$ cat config.mk
export PLATFORM = sky130hd
export DESIGN_NAME = urisc_ctrl_flat
export DESIGN_NICKNAME = d
export VERILOG_FILES = /design/src/rtl/urisc_ctrl_if.sv /design/src/rtl/urisc_ctrl.sv /design/src/flat_wrapper.sv
export SDC_FILE = /design/constraint.sdc
export NUM_CORES = 1
export LEC_CHECK = 0
export CORE_AREA = 2 2 70 86
export DETAILED_ROUTE_END_ITERATION = 8
export DIE_AREA = 0 0 72 88
export GPL_TIMING_DRIVEN = 0
export HOLD_SLACK_MARGIN = 0.12
export PLACE_DENSITY = 0.84
export SETUP_SLACK_MARGIN = 0.1
export SKIP_CTS_REPAIR_TIMING = 1
export SLEW_MARGIN = 10
export SYNTH_ARGS = -nofsm -noshare
export SYNTH_HDL_FRONTEND = slang
export SYNTH_SLANG_ARGS = --single-unit
$ cat constraint.sdc
create_clock -name clk -period 5.45 [get_ports clk]
set_input_delay 1.635 -clock clk [delete_from_list [all_inputs] [get_ports clk]]
set_output_delay 1.635 -clock clk [all_outputs]
set_load 0.01 [all_outputs]
$ cat src/rtl/urisc_ctrl_if.sv
// urisc_ctrl_if - RAM bus between the SUBLEQ core (master) and the 128x8 RAM (slave).
// RDATA is combinational from ADDRESS on the slave side.
interface urisc_ctrl_if;
   logic       CS;
   logic       READ;
   logic       WRITE;
   logic [7:0] ADDRESS;
   logic [7:0] WDATA;
   logic [7:0] RDATA;

   modport master (output CS, READ, WRITE, ADDRESS, WDATA, input RDATA);
   modport slave  (input CS, READ, WRITE, ADDRESS, WDATA, output RDATA);
endinterface

$ cat src/rtl/urisc_ctrl.sv
// urisc_ctrl - SUBLEQ core: mem[B] <= mem[B] - mem[A]; branch to C if result <= 0.
// Sole master of the unified 128x8 instruction/data RAM.
// Six single-cycle states per instruction: FA FB FC RA RB WB.
// Optional macro URISC_ICOUNT_EN adds a saturating 16-bit retired-instruction
// counter on output icount.
module urisc_ctrl #(
   parameter logic [7:0] RESET_PC  = 8'd1,
   parameter logic [7:0] HALT_ADDR = 8'd0,
   parameter int         MEM_DEPTH = 128
) (
   input  logic          clk,
   input  logic          rst,
   input  logic          start,
   urisc_ctrl_if.master  bus,
   output logic          busy,
   output logic          done,
   output logic          err,
   output logic [7:0]    pc_o
`ifdef URISC_ICOUNT_EN
   ,
   output logic [15:0]   icount
`endif
);

   typedef enum logic [2:0] {
      S_IDLE, S_FA, S_FB, S_FC, S_RA, S_RB, S_WB, S_HALT
   } state_t;

   state_t     r_state;
   logic [7:0] r_pc, r_a, r_b, r_c, r_opa, r_opb;
   logic       r_err;
`ifdef URISC_ICOUNT_EN
   logic [15:0] r_icount;
`endif

   logic       w_fa_halt, w_fa_err, w_ra_err, w_take;
   logic [7:0] w_r;
   logic       w_cs, w_rd, w_wr;
   logic [7:0] w_addr, w_wdata;

   // A fetch must fit all three instruction bytes inside the RAM.
   assign w_fa_halt = (r_pc == HALT_ADDR);
   assign w_fa_err  = (int'(r_pc) > MEM_DEPTH - 3);
   assign w_ra_err  = (int'(r_a) >= MEM_DEPTH) || (int'(r_b) >= MEM_DEPTH);
   assign w_r       = r_opb - r_opa;
   assign w_take    = w_r[7] || (w_r == 8'h00);

   // Bus is a pure decode of state and registers, so reset idles it at once.
   always_comb begin
      w_cs    = 1'b0;
      w_rd    = 1'b0;
      w_wr    = 1'b0;
      w_addr  = 8'h00;
      w_wdata = 8'h00;
      case (r_state)
         S_FA: if (!w_fa_halt && !w_fa_err) begin
            w_cs = 1'b1; w_rd = 1'b1; w_addr = r_pc;
         end
         S_FB: begin w_cs = 1'b1; w_rd = 1'b1; w_addr = r_pc + 8'd1; end
         S_FC: begin w_cs = 1'b1; w_rd = 1'b1; w_addr = r_pc + 8'd2; end
         S_RA: if (!w_ra_err) begin
            w_cs = 1'b1; w_rd = 1'b1; w_addr = r_a;
         end
         S_RB: begin w_cs = 1'b1; w_rd = 1'b1; w_addr = r_b; end
         S_WB: begin w_cs = 1'b1; w_wr = 1'b1; w_addr = r_b; w_wdata = w_r; end
         default: ;
      endcase
   end

   assign bus.CS      = w_cs;
   assign bus.READ    = w_rd;
   assign bus.WRITE   = w_wr;
   assign bus.ADDRESS = w_addr;
   assign bus.WDATA   = w_wdata;

   assign busy = (r_state != S_IDLE) && (r_state != S_HALT);
   assign done = (r_state == S_HALT);
   assign err  = r_err;
   assign pc_o = r_pc;
`ifdef URISC_ICOUNT_EN
   assign icount = r_icount;
`endif

   // Main sequencer: one state per bus cycle, RDATA captured at end of each read.
   always_ff @(posedge clk or posedge rst) begin
      if (rst) begin
         r_state <= S_IDLE;
         r_pc    <= RESET_PC;
         r_a     <= 8'h00;
         r_b     <= 8'h00;
         r_c     <= 8'h00;
         r_opa   <= 8'h00;
         r_opb   <= 8'h00;
         r_err   <= 1'b0;
`ifdef URISC_ICOUNT_EN
         r_icount <= 16'h0000;
`endif
      end else begin
         case (r_state)
            S_IDLE, S_HALT: if (start) begin
               r_pc    <= RESET_PC;
               r_err   <= 1'b0;
`ifdef URISC_ICOUNT_EN
               r_icount <= 16'h0000;
`endif
               r_state <= S_FA;
            end
            S_FA: begin
               if (w_fa_halt) begin
                  r_state <= S_HALT;
               end else if (w_fa_err) begin
                  r_err   <= 1'b1;
                  r_state <= S_HALT;
               end else begin
                  r_a     <= bus.RDATA;
                  r_state <= S_FB;
               end
            end
            S_FB: begin
               r_b     <= bus.RDATA;
               r_state <= S_FC;
            end
            S_FC: begin
               r_c     <= bus.RDATA;
               r_state <= S_RA;
            end
            S_RA: begin
               if (w_ra_err) begin
                  r_err   <= 1'b1;
                  r_state <= S_HALT;
               end else begin
                  r_opa   <= bus.RDATA;
                  r_state <= S_RB;
               end
            end
            S_RB: begin
               r_opb   <= bus.RDATA;
               r_state <= S_WB;
            end
            S_WB: begin
               r_pc    <= w_take ? r_c : (r_pc + 8'd3);
`ifdef URISC_ICOUNT_EN
               if (r_icount != 16'hFFFF) r_icount <= r_icount + 16'd1;
`endif
               r_state <= S_FA;
            end
            default: r_state <= S_IDLE;
         endcase
      end
   end

endmodule

$ cat src/flat_wrapper.sv
// flat-port wrapper written by rule: the top's interface ports become plain ports
module urisc_ctrl_flat 
#(
   parameter logic [7:0] RESET_PC  = 8'd1,
   parameter logic [7:0] HALT_ADDR = 8'd0,
   parameter int         MEM_DEPTH = 128
)
  (clk, rst, start, busy, done, err, pc_o, bus_CS, bus_READ, bus_WRITE, bus_ADDRESS, bus_WDATA, bus_RDATA);
  urisc_ctrl_if bus_i ();
  input  logic clk;
  input  logic rst;
  input  logic start;
  output logic busy;
  output logic done;
  output logic err;
  output logic [7:0] pc_o;
  output wire logic [$bits(bus_i.CS)-1:0] bus_CS;
  output wire logic [$bits(bus_i.READ)-1:0] bus_READ;
  output wire logic [$bits(bus_i.WRITE)-1:0] bus_WRITE;
  output wire logic [$bits(bus_i.ADDRESS)-1:0] bus_ADDRESS;
  output wire logic [$bits(bus_i.WDATA)-1:0] bus_WDATA;
  input wire logic [$bits(bus_i.RDATA)-1:0] bus_RDATA;
  assign bus_CS = bus_i.CS;
  assign bus_READ = bus_i.READ;
  assign bus_WRITE = bus_i.WRITE;
  assign bus_ADDRESS = bus_i.ADDRESS;
  assign bus_WDATA = bus_i.WDATA;
  assign bus_i.RDATA = bus_RDATA;
  urisc_ctrl #(.RESET_PC(RESET_PC), .HALT_ADDR(HALT_ADDR), .MEM_DEPTH(MEM_DEPTH)) u_core (.clk(clk), .rst(rst), .start(start), .bus(bus_i), .busy(busy), .done(done), .err(err), .pc_o(pc_o));
endmodule
[Word-level counts from Yosys, hierarchy flattened]
Index checks and enable logic that the tools add are counted.
Cells by class
  add/subtract/negate cells: 4
  multipliers: 0
  div/mod/pow operators: 0
  $lt $le $gt $ge: 3
  equality and inequality tests: 12
  shifts and indexed selects: 0
  mux-type cells: 22
  bitwise gates (word level): 3
  reduce and logical (&&, ||, !) cells: 20
Operators with widths (count)
  2-to-1 mux 8 bit: 5
  case mux 8 bit (5 select lines): 1
  case mux 3 bit (7 select lines): 1
  adder 8 x 2 -> 8 bit, second input constant: 2
  greater-or-equal comparator 8 bit, second input constant: 2
  logical NOT 8 bit: 2
  case mux 8 bit (2 select lines): 1
  equality test 3 bit, second input constant: 4
  2-to-1 mux 3 bit: 3
  case mux 1 bit (3 select lines): 3
  adder 8 x 1 -> 8 bit, second input constant: 1
  greater-than comparator 8 x 7 -> 1 bit, second input constant: 1
  subtractor 8 bit: 1
  2-to-1 mux 1 bit: 7
  equality test 3 x 2 -> 1 bit, second input constant: 2
  nonzero test 3 bit: 2
  AND reduction 5 bit: 1
  inequality test 2 x 1 -> 1 bit, second input constant: 2
  inequality test 2 bit, second input constant: 2
  AND reduction 2 bit: 2
  OR reduction 2 bit: 2
  OR reduction 4 bit: 1
  equality test 3 x 1 -> 1 bit, second input constant: 1
  logical NOT 3 bit: 1
  other kinds (9): 14
Word-level totals
  bits in registers: 52
  bits in latches: 0
  memory bits (writable): 0
  bits in read-only memories: 0
  memories kept: 0

[Logic depth before layout (Yosys ltp)]
Gate-level depths: netlist of the first run.
  depth after elaboration: 5
  mapped depth: 12

[Worst setup path after synthesis of the first run]
No wires, ideal clock.
  path type: reg-to-output
  start: register u_core.r_pc[0] (netlist: u_core.pc_o[0])
  end: output bus_ADDRESS[6]
  arrival: 2.232 ns
  slack: 1.583 ns
  cell stages (with the launch flop): 10
  buffers on the path: 2
  cells stage by stage: dfstp_2 > inv_1 > ha_1 > nor4b_1 > a311oi_1 > and3_1 > buf_4 > buf_6 > a22oi_1 > a21oi_1
Between the ends
  word-level cells in the longest chain between the ends: 5
  elaborated cells between the ends (all ways): 9
Ends and longest elaborated chain
  start, declared: RTL line urisc_ctrl.sv:30  | logic [7:0] r_pc, r_a, r_b, r_c, r_opa, r_opb;
  start signal, assigned: RTL line urisc_ctrl.sv:141  | r_pc <= w_take ? r_c : (r_pc + 8'd3);
  greater-than comparator 8 x 7 -> 1 bit or logical NOT 8 bit (tied branches): RTL line urisc_ctrl.sv:43, urisc_ctrl.sv:42
  logical NOT 1 bit: RTL line urisc_ctrl.sv:56  | S_FA: if (!w_fa_halt && !w_fa_err) begin
  logical AND 1 bit: RTL line urisc_ctrl.sv:56
  2-to-1 mux 8 bit: RTL line urisc_ctrl.sv:56
  case mux 8 bit (5 select lines) (*): RTL line urisc_ctrl.sv:55  | case (r_state)
  end, declared: RTL line flat_wrapper.sv:20  | output wire logic [$bits(bus_i.ADDRESS)-1:0] bus_ADDRESS;
Mark *: on every way between the ends. The rest lies on a longest branch, timed or not.

[Worst setup path after layout of the first run]
Same ends and word-level chain as after synthesis.

==> results of run 1 <==
cell usage in the layout (no fill, tap or decap), types with 12 or more instances in the layout:
master	n
sky130_fd_sc_hd__inv_1	20
sky130_fd_sc_hd__nand2_1	28
sky130_fd_sc_hd__ha_1	15
sky130_fd_sc_hd__a21oi_1	12
sky130_fd_sc_hd__nor2_1	26
sky130_fd_sc_hd__clkdlybuf4s50_1	40
sky130_fd_sc_hd__mux2_2	25
sky130_fd_sc_hd__o21ai_0	17
sky130_fd_sc_hd__dfrtp_1	51
cells by family (layout without fill, tap and decap cells):
logic type / count (synthesis) / in the layout / synth area share, %
buffers and inverters: 40 / 89 / 5.56
multiplexers: 41 / 41 / 14.0
AO/OA/AOI/OAI: 78 / 78 / 16.5
adder cells (fa/ha/maj): 16 / 16 / 6.45
XOR/XNOR: 11 / 11 / 3.23
AND/OR/NAND/NOR: 91 / 91 / 13.8
flip-flops: 52 / 52 / 40.5
power by group through the flow:
| stage | Combinational [W] | Sequential [W] | Clock (W) |
|---|---|---|---|
| after floorplan | 0.00119 | 0.000668 | 0 |
| after global placement | 0.00157 | 0.000687 | 0 |
| after detailed placement | 0.00161 | 0.000698 | 0 |
| after CTS | 0.00163 | 0.000691 | 0.000284 |
| after global routing | 0.00178 | 0.000712 | 0.000301 |
| final | 0.00164 | 0.000695 | 0.000279 |
Yosys cell counts (7+ instances only):
| library cell | n |
|---|---|
| sky130_fd_sc_hd__nor2_1 | 26 |
| sky130_fd_sc_hd__buf_2 | 8 |
| sky130_fd_sc_hd__nand2_1 | 28 |
| sky130_fd_sc_hd__mux2i_1 | 8 |
| sky130_fd_sc_hd__a31oi_1 | 7 |
| sky130_fd_sc_hd__xnor2_1 | 8 |
| sky130_fd_sc_hd__dfrtp_1 | 51 |
| sky130_fd_sc_hd__mux2_1 | 8 |
| sky130_fd_sc_hd__inv_1 | 21 |
| sky130_fd_sc_hd__o21ai_0 | 17 |
| sky130_fd_sc_hd__ha_1 | 15 |
| sky130_fd_sc_hd__mux2_2 | 25 |
| sky130_fd_sc_hd__nand3_1 | 7 |
| sky130_fd_sc_hd__a21oi_1 | 12 |
how the worst min path moves through the flow:
stage	endpoint	slack (ps)	cells past startpoint
floorplan	u_core.r_a[4]$_DFFE_PP0P_	460	1
global placement	u_core.r_a[6]$_DFFE_PP0P_	470	1
detailed placement	u_core.r_a[4]$_DFFE_PP0P_	480	1
CTS	u_core.r_a[4]$_DFFE_PP0P_	500	1
global route	u_core.r_a[6]$_DFFE_PP0P_	530	1
finish	u_core.r_a[4]$_DFFE_PP0P_	500	1
flip-flops by register name (all words and copies together), names as in the netlist:
| register | count |
|---|---|
| u_core.r_opb | 8 |
| u_core.r_b | 8 |
| u_core.pc_o | 8 |
| u_core.err | 1 |
| u_core.r_opa | 8 |
| u_core.r_state | 3 |
| u_core.r_c | 8 |
| u_core.r_a | 8 |
stage by stage:
| stage | setup slack (ps) | instance area (um2) | total power (W) | hold WS [ps] |
|---|---|---|---|---|
| finish | 301 | 3840 | 0.00261 | 504 |
| global route | 157 | 3840 | 0.00279 | 526 |
| CTS | 324 | 3840 | 0.00260 | 504 |
| detailed placement | 695 | 3720 | 0.00231 | 479 |
| global placement | 664 | 3700 | 0.00226 | 468 |
| floorplan | 1580 | 3220 | 0.00186 | 457 |
metal layers:
metal | vias to the layer above | GRT usage, % | share of wire, %
li1 | 1267 | - | -
met1 | 1348 | 33.4 | 41
met2 | 104 | 49.4 | 52
met3 | 25 | 4.26 | 4.5
met4 | 0 | 10.6 | 3.2
met5 | - | 0 | 0
cell type report:
| class | count | area (um2) | share of cell area [%] |
|---|---|---|---|
| Tap cell | 64 | 80.1 | 2.09 |
| Multi-Input combinational cell | 237 | 1740 | 45.3 |
| Clock buffer | 5 | 68.8 | 1.79 |
| Inverter | 23 | 86.3 | 2.25 |
| Sequential cell | 52 | 1300 | 33.9 |
| Buffer | 17 | 92.6 | 2.41 |
| Clock inverter | 3 | 50.0 | 1.30 |
| Timing Repair Buffer | 41 | 420 | 11.0 |
==> metrics.yaml, run 1 <==
die_area_um2: 6340
finalNonFillerCells: 442
synthesized_instance_count: 329
count_of_h_tree_levels_built_during_cts: 2
cellInternalPower_w: 0.00147
timing.max_cap.violations: 0
route.detailed.wl_per_inst_um: 18.4
port-buffer-count: 40
via_count: 2744
max_clock_freq_mhz: 194
diodes: 0
post-synth-top-area-cell: "sky130_fd_sc_hd__dfrtp_1"
fin_worst_skew_ps: 8.65
timing.final.hold_violations: 0
critical_path_cell_sequence: "inv_1 > ha_1 > nor4b_1 > a311oi_1 > and3_1 > buf_4 > buf_6 > a22oi_1 > a21oi_1 > clkdlybuf4s50_1"
mappedNetlistNets: 356
mappedNetlistArea_um2: 3220
timing.final.setup_violations: 0
clock_buffer_count_from_cts: 5
grt_antenna_before_repair: 0
filler_cell_count: 428
p_leak_nw: 1.64
hold_path.class: "register to register"
timing.critical_path.required_ps: 3820
drv_slew: 0
post-route-drc-count: 0
ant_nets: 0
fin_tns_setup_ps: 0
groute.usage.overall_pct: 27.6
synth-main-ff-cell: "sky130_fd_sc_hd__dfrtp_1"
die_y_um: 88
slew_headroom_pct: 55.9
die_w_um: 72
seq_area_frac_synth_pct: 40.5
worst_path_dominant_cell_family: "buffers and inverters"
largest_net_degree_at_the_start_of_global_routing: 38
coreArea_um2: 5520
power_density_over_the_cells_nw_per_um2: 680
row_count: 30
max_stage_delay_ps: 650
post-place-cells: 434
cts.reportedPaths.clkPinSlew_ps: 100
rrSetupSlack_ps: 2640
final_nets: 404
reg_to_reg_start: "u_core.r_opb[0]$_DFFE_PP0P_"
synthTopCellsByArea: "sky130_fd_sc_hd__dfrtp_1, sky130_fd_sc_hd__mux2_2, sky130_fd_sc_hd__ha_1"
timing.reg2reg.worst_path_depth: 12
ios: 41
place_congestion: 0.931
hold_crit_start: "u_core.r_a[4]$_DFFE_PP0P_"
initialDrtViolationCount: 309
endpoint_kind: "output pin"
crit_path_top_delay_cell: "sky130_fd_sc_hd__dfstp_2"
power.share.combinational_pct: 62.7
global_route_wire_length_before_repair_um: 13500
r2r_end: "u_core.pc_o[6]$_DFFE_PP0P_"
source_to_sink_clock_delay_at_the_later_pin_of_the_worst_skew_pair_ps: 310
detailed_place_hpwl_um: 6080
timing.final.crit_share_pct: 94.5
post_synth.cell_area_avg_um2: 9.79
post_route_cells_drive_above_1_share_pct: 15.3
finalWirelength_um: 8130
timing.critical_path.from_type: "register"
fin_util_pct: 69.6
post-synth-top-area-fraction_pct: 39.6
ys_warn_count: 0
drt_first_pass_iters: 5
viasPerCell: 6.21
worstPathBufferInverterCount: 4
run_status: "finished, final reports clean"
area_growth_from_synthesis_to_layout_pct: 19.2
switching_power_w: 0.00114
tritoncts_clock_tree: "done"
synth-seq-cells: 52
worst_slew_pin_slew_ps: 662
initial_utilization_pct: 58.3
first_global_vias: 2758
post-route-min-period_ps: 5150
power_switching_share_pct: 43.7
path_max_fanout: 10
crit_start: "u_core.pc_o[0]$_DFFE_PP1P_"
worstPathArrival_ps: 3510
vdd_ir_drop_max_uv: 532
buffer_depth_of_the_longest_clock_path: 2
critPathCapture: "bus_ADDRESS[6]"
clock-root-buffer: "sky130_fd_sc_hd__clkbuf_8"
gr-total-overflow: 0
crit_type: "register to output pin"
seq_power_share_pct: 26.6
postSynth.asyncResetShare_pct: 100
path_depth: 10
synth-edff-count: 0
pwr-share-clk_pct: 10.7
cts_sinks: 52
post_synth_num_cell_types: 57
setup_repair_after_global_routing_missed_its_margin: "false"
Note: power is estimated with default switching activity, not from simulation.
==> run 2, diff against run 1 <==
--- a/config.mk
+++ b/config.mk
@@ -5,12 +5,12 @@
 export SDC_FILE = /design/constraint.sdc
 export NUM_CORES = 1
 export LEC_CHECK = 0
-export CORE_AREA = 2 2 70 86
+export CORE_AREA = 2 2 73 89
 export DETAILED_ROUTE_END_ITERATION = 8
-export DIE_AREA = 0 0 72 88
+export DIE_AREA = 0 0 75 91
 export GPL_TIMING_DRIVEN = 0
 export HOLD_SLACK_MARGIN = 0.12
-export PLACE_DENSITY = 0.84
+export PLACE_DENSITY = 0.78
 export SETUP_SLACK_MARGIN = 0.1
 export SKIP_CTS_REPAIR_TIMING = 1
 export SLEW_MARGIN = 10
==> constraint.sdc (replaced) <==
create_clock -name clk -period 5.2 [get_ports clk]
set_input_delay 1.56 -clock clk [delete_from_list [all_inputs] [get_ports clk]]
set_output_delay 1.56 -clock clk [all_outputs]
set_load 0.01 [all_outputs]
==> metrics.yaml, run 2 (synthesized netlist as in run 1, its figures left out) <==
source_to_sink_clock_delay_at_the_later_pin_of_the_worst_skew_pair_ps: 310  # about the same
coreArea_um2: 5930  # +7.6%
groute.usage.overall_pct: 24.4  # -3.2 points
area_of_the_multi_input_gates_um2: 1750  # +0.86%
crit_type: "register to output pin"
timing.critical_path.required_ps: 3640  # -180 ps
slew_headroom_pct: 48.3  # -7.6 points
worstPathArrival_ps: 3370  # -140 ps
endpoint_kind: "output pin"
count_of_h_tree_levels_built_during_cts: 2  # unchanged
clock-root-buffer: "sky130_fd_sc_hd__clkbuf_8"
finalWirelength_um: 7860  # -3.4%
worst_slew_pin_slew_ps: 775  # +113 ps
timing.final.hold_violations: 0  # unchanged
first_global_vias: 2598  # -5.8%
die_area_um2: 6830  # +7.7%
timing.max_cap.violations: 0  # unchanged
fin_util_pct: 65.5  # -4.0 points
timing.critical_path.from_type: "register"
place_congestion: 0.904  # -2.9%
vdd_ir_drop_max_uv: 452  # -15%
area_growth_from_synthesis_to_layout_pct: 20.8
row_count: 31  # +3.3%
diodes: 0  # unchanged
final.hold.worst_slack_ps: 497  # -7.15 ps
worst_path_dominant_cell_family: "buffers and inverters"
cts_sinks: 52  # unchanged
drv_slew: 0  # unchanged
final-seq-area_um2: 1300  # unchanged
port-buffer-count: 40  # unchanged
filler_cell_count: 485  # +13%
power_density_over_the_cells_nw_per_um2: 713  # +4.9%
fin_worst_skew_ps: 17.1  # +8.47 ps
layout_commonest_cell: "sky130_fd_sc_hd__dfrtp_1"
gr-total-overflow: 0  # unchanged
most-common-layout-cells: "sky130_fd_sc_hd__dfrtp_1, sky130_fd_sc_hd__clkdlybuf4s50_1, sky130_fd_sc_hd__nand2_1, sky130_fd_sc_hd__nor2_1, sky130_fd_sc_hd__mux2_2"
run_status: "finished, final reports clean"
timing.final.crit_share_pct: 94.7
final_nets: 404  # unchanged
via_count: 2714  # -1.1%
buffer_depth_of_the_longest_clock_path: 2  # unchanged
route.detailed.wl_per_inst_um: 17.1  # -7.2%
setup_repair_after_global_routing_missed_its_margin: "false"
cts.reportedPaths.clkPinSlew_ps: 100  # about the same
path_max_fanout: 10  # unchanged
max_stage_delay_ps: 650  # about the same
post-route-min-period_ps: 4930
drt_first_pass_iters: 5  # unchanged
largest_net_degree_at_the_start_of_global_routing: 39  # +2.6%
ios: 41  # unchanged
global_route_wire_length_before_repair_um: 12800  # -5.0%
ant_nets: 0  # unchanged
clock_buffer_count_from_cts: 5  # unchanged
grt_antenna_before_repair: 0  # unchanged
tritoncts_clock_tree: "done"
hold_path.class: "register to register"
critical_path_cell_sequence: "inv_1 > ha_1 > nor4b_1 > a311oi_2 > and3_1 > buf_4 > buf_6 > o21ai_1 > a31oi_1 > clkdlybuf4s50_1"
worstPathBufferInverterCount: 4  # unchanged
initial_utilization_pct: 54.2  # -4.1 points
crit_path_top_delay_cell: "sky130_fd_sc_hd__dfstp_2"
die_w_um: 75  # +4.2%
die_y_um: 91  # +3.4%
viasPerCell: 5.90  # -5.0%
post_route_cells_drive_above_1_share_pct: 15.3  # unchanged
post-route-drc-count: 0  # unchanged
initialDrtViolationCount: 420  # +36%
timing.final.setup_violations: 0  # unchanged
detailed_place_hpwl_um: 5870  # -3.4%
fin_tns_setup_ps: 0  # unchanged
max_clock_freq_mhz: 203
p_leak_nw: 1.65  # +1.2%
[run 2: changes by cell type in the layout (fill, tap and decap cells not counted)]
cell	previous run	this run
sky130_fd_sc_hd__bufinv_16	1	2
sky130_fd_sc_hd__a311oi_2	0	1
sky130_fd_sc_hd__clkbuf_1	6	7
sky130_fd_sc_hd__nor4_2	2	1
sky130_fd_sc_hd__inv_6	1	0
sky130_fd_sc_hd__nor4_4	0	1
sky130_fd_sc_hd__inv_8	1	0
sky130_fd_sc_hd__a311oi_1	1	0
[run 2: report_power, final]
part	switching [W]	leakage [nW]	internal (W)
Sequential	0.000128	0.623	0.000598
Combinational	0.000924	0.966	0.000796
Clock	0.000137	0.0654	0.000192
Total	0.00119	1.65	0.00159
[run 2: worst paths after layout]
kind / from / endpoint / slack, ps / depth (start not counted)
max: u_core.pc_o[0]$_DFFE_PP1P_ / bus_ADDRESS[5] / 270 / 10
min in group asynchronous: rst / u_core.r_opa[7]$_DFFE_PP0P_ / 1520 / 2
min: u_core.r_a[4]$_DFFE_PP0P_ / u_core.r_a[4]$_DFFE_PP0P_ / 500 / 1
min reg2reg: u_core.r_a[4]$_DFFE_PP0P_ / u_core.r_a[4]$_DFFE_PP0P_ / 500 / 1
max in group asynchronous: rst / u_core.pc_o[0]$_DFFE_PP1P_ / 3120 / 3
max reg2reg: u_core.r_opb[0]$_DFFE_PP0P_ / u_core.pc_o[6]$_DFFE_PP0P_ / 2460 / 12
[run 2: final cells by class]
cell class              count  share of cell area (%)
clock inverters             2                    1.54
repair buffers             41                    10.8
clock buffers               6                    1.87
flip-flops and latches     52                    33.5
multi-input cells         237                    45.1
inverters                  23                    2.22
well taps                  82                    2.64
plain buffers              17                    2.38
[run 2: stage by stage]
stage | instances | total power (W) | area (um2) | setup WS [ps]
global placement | 451 | 0.00237 | 3720 | 492
finish | 460 | 0.00277 | 3890 | 274
CTS | 460 | 0.00276 | 3870 | 121
global route | 460 | 0.00297 | 3890 | 130
detailed placement | 452 | 0.00242 | 3740 | 485
floorplan | 329 | 0.00195 | 3220 | 1410
[run 2: per-layer routing]
| metal | global-route usage, % | wire, um | vias up |
|---|---|---|---|
| met1 | 30.7 | 3240 | 1313 |
| met2 | 40.9 | 4040 | 117 |
| met5 | 0 | 0 | - |
| met3 | 3.77 | 357 | 21 |
| met4 | 9.52 | 216 | 0 |
| li1 | - | - | 1263 |
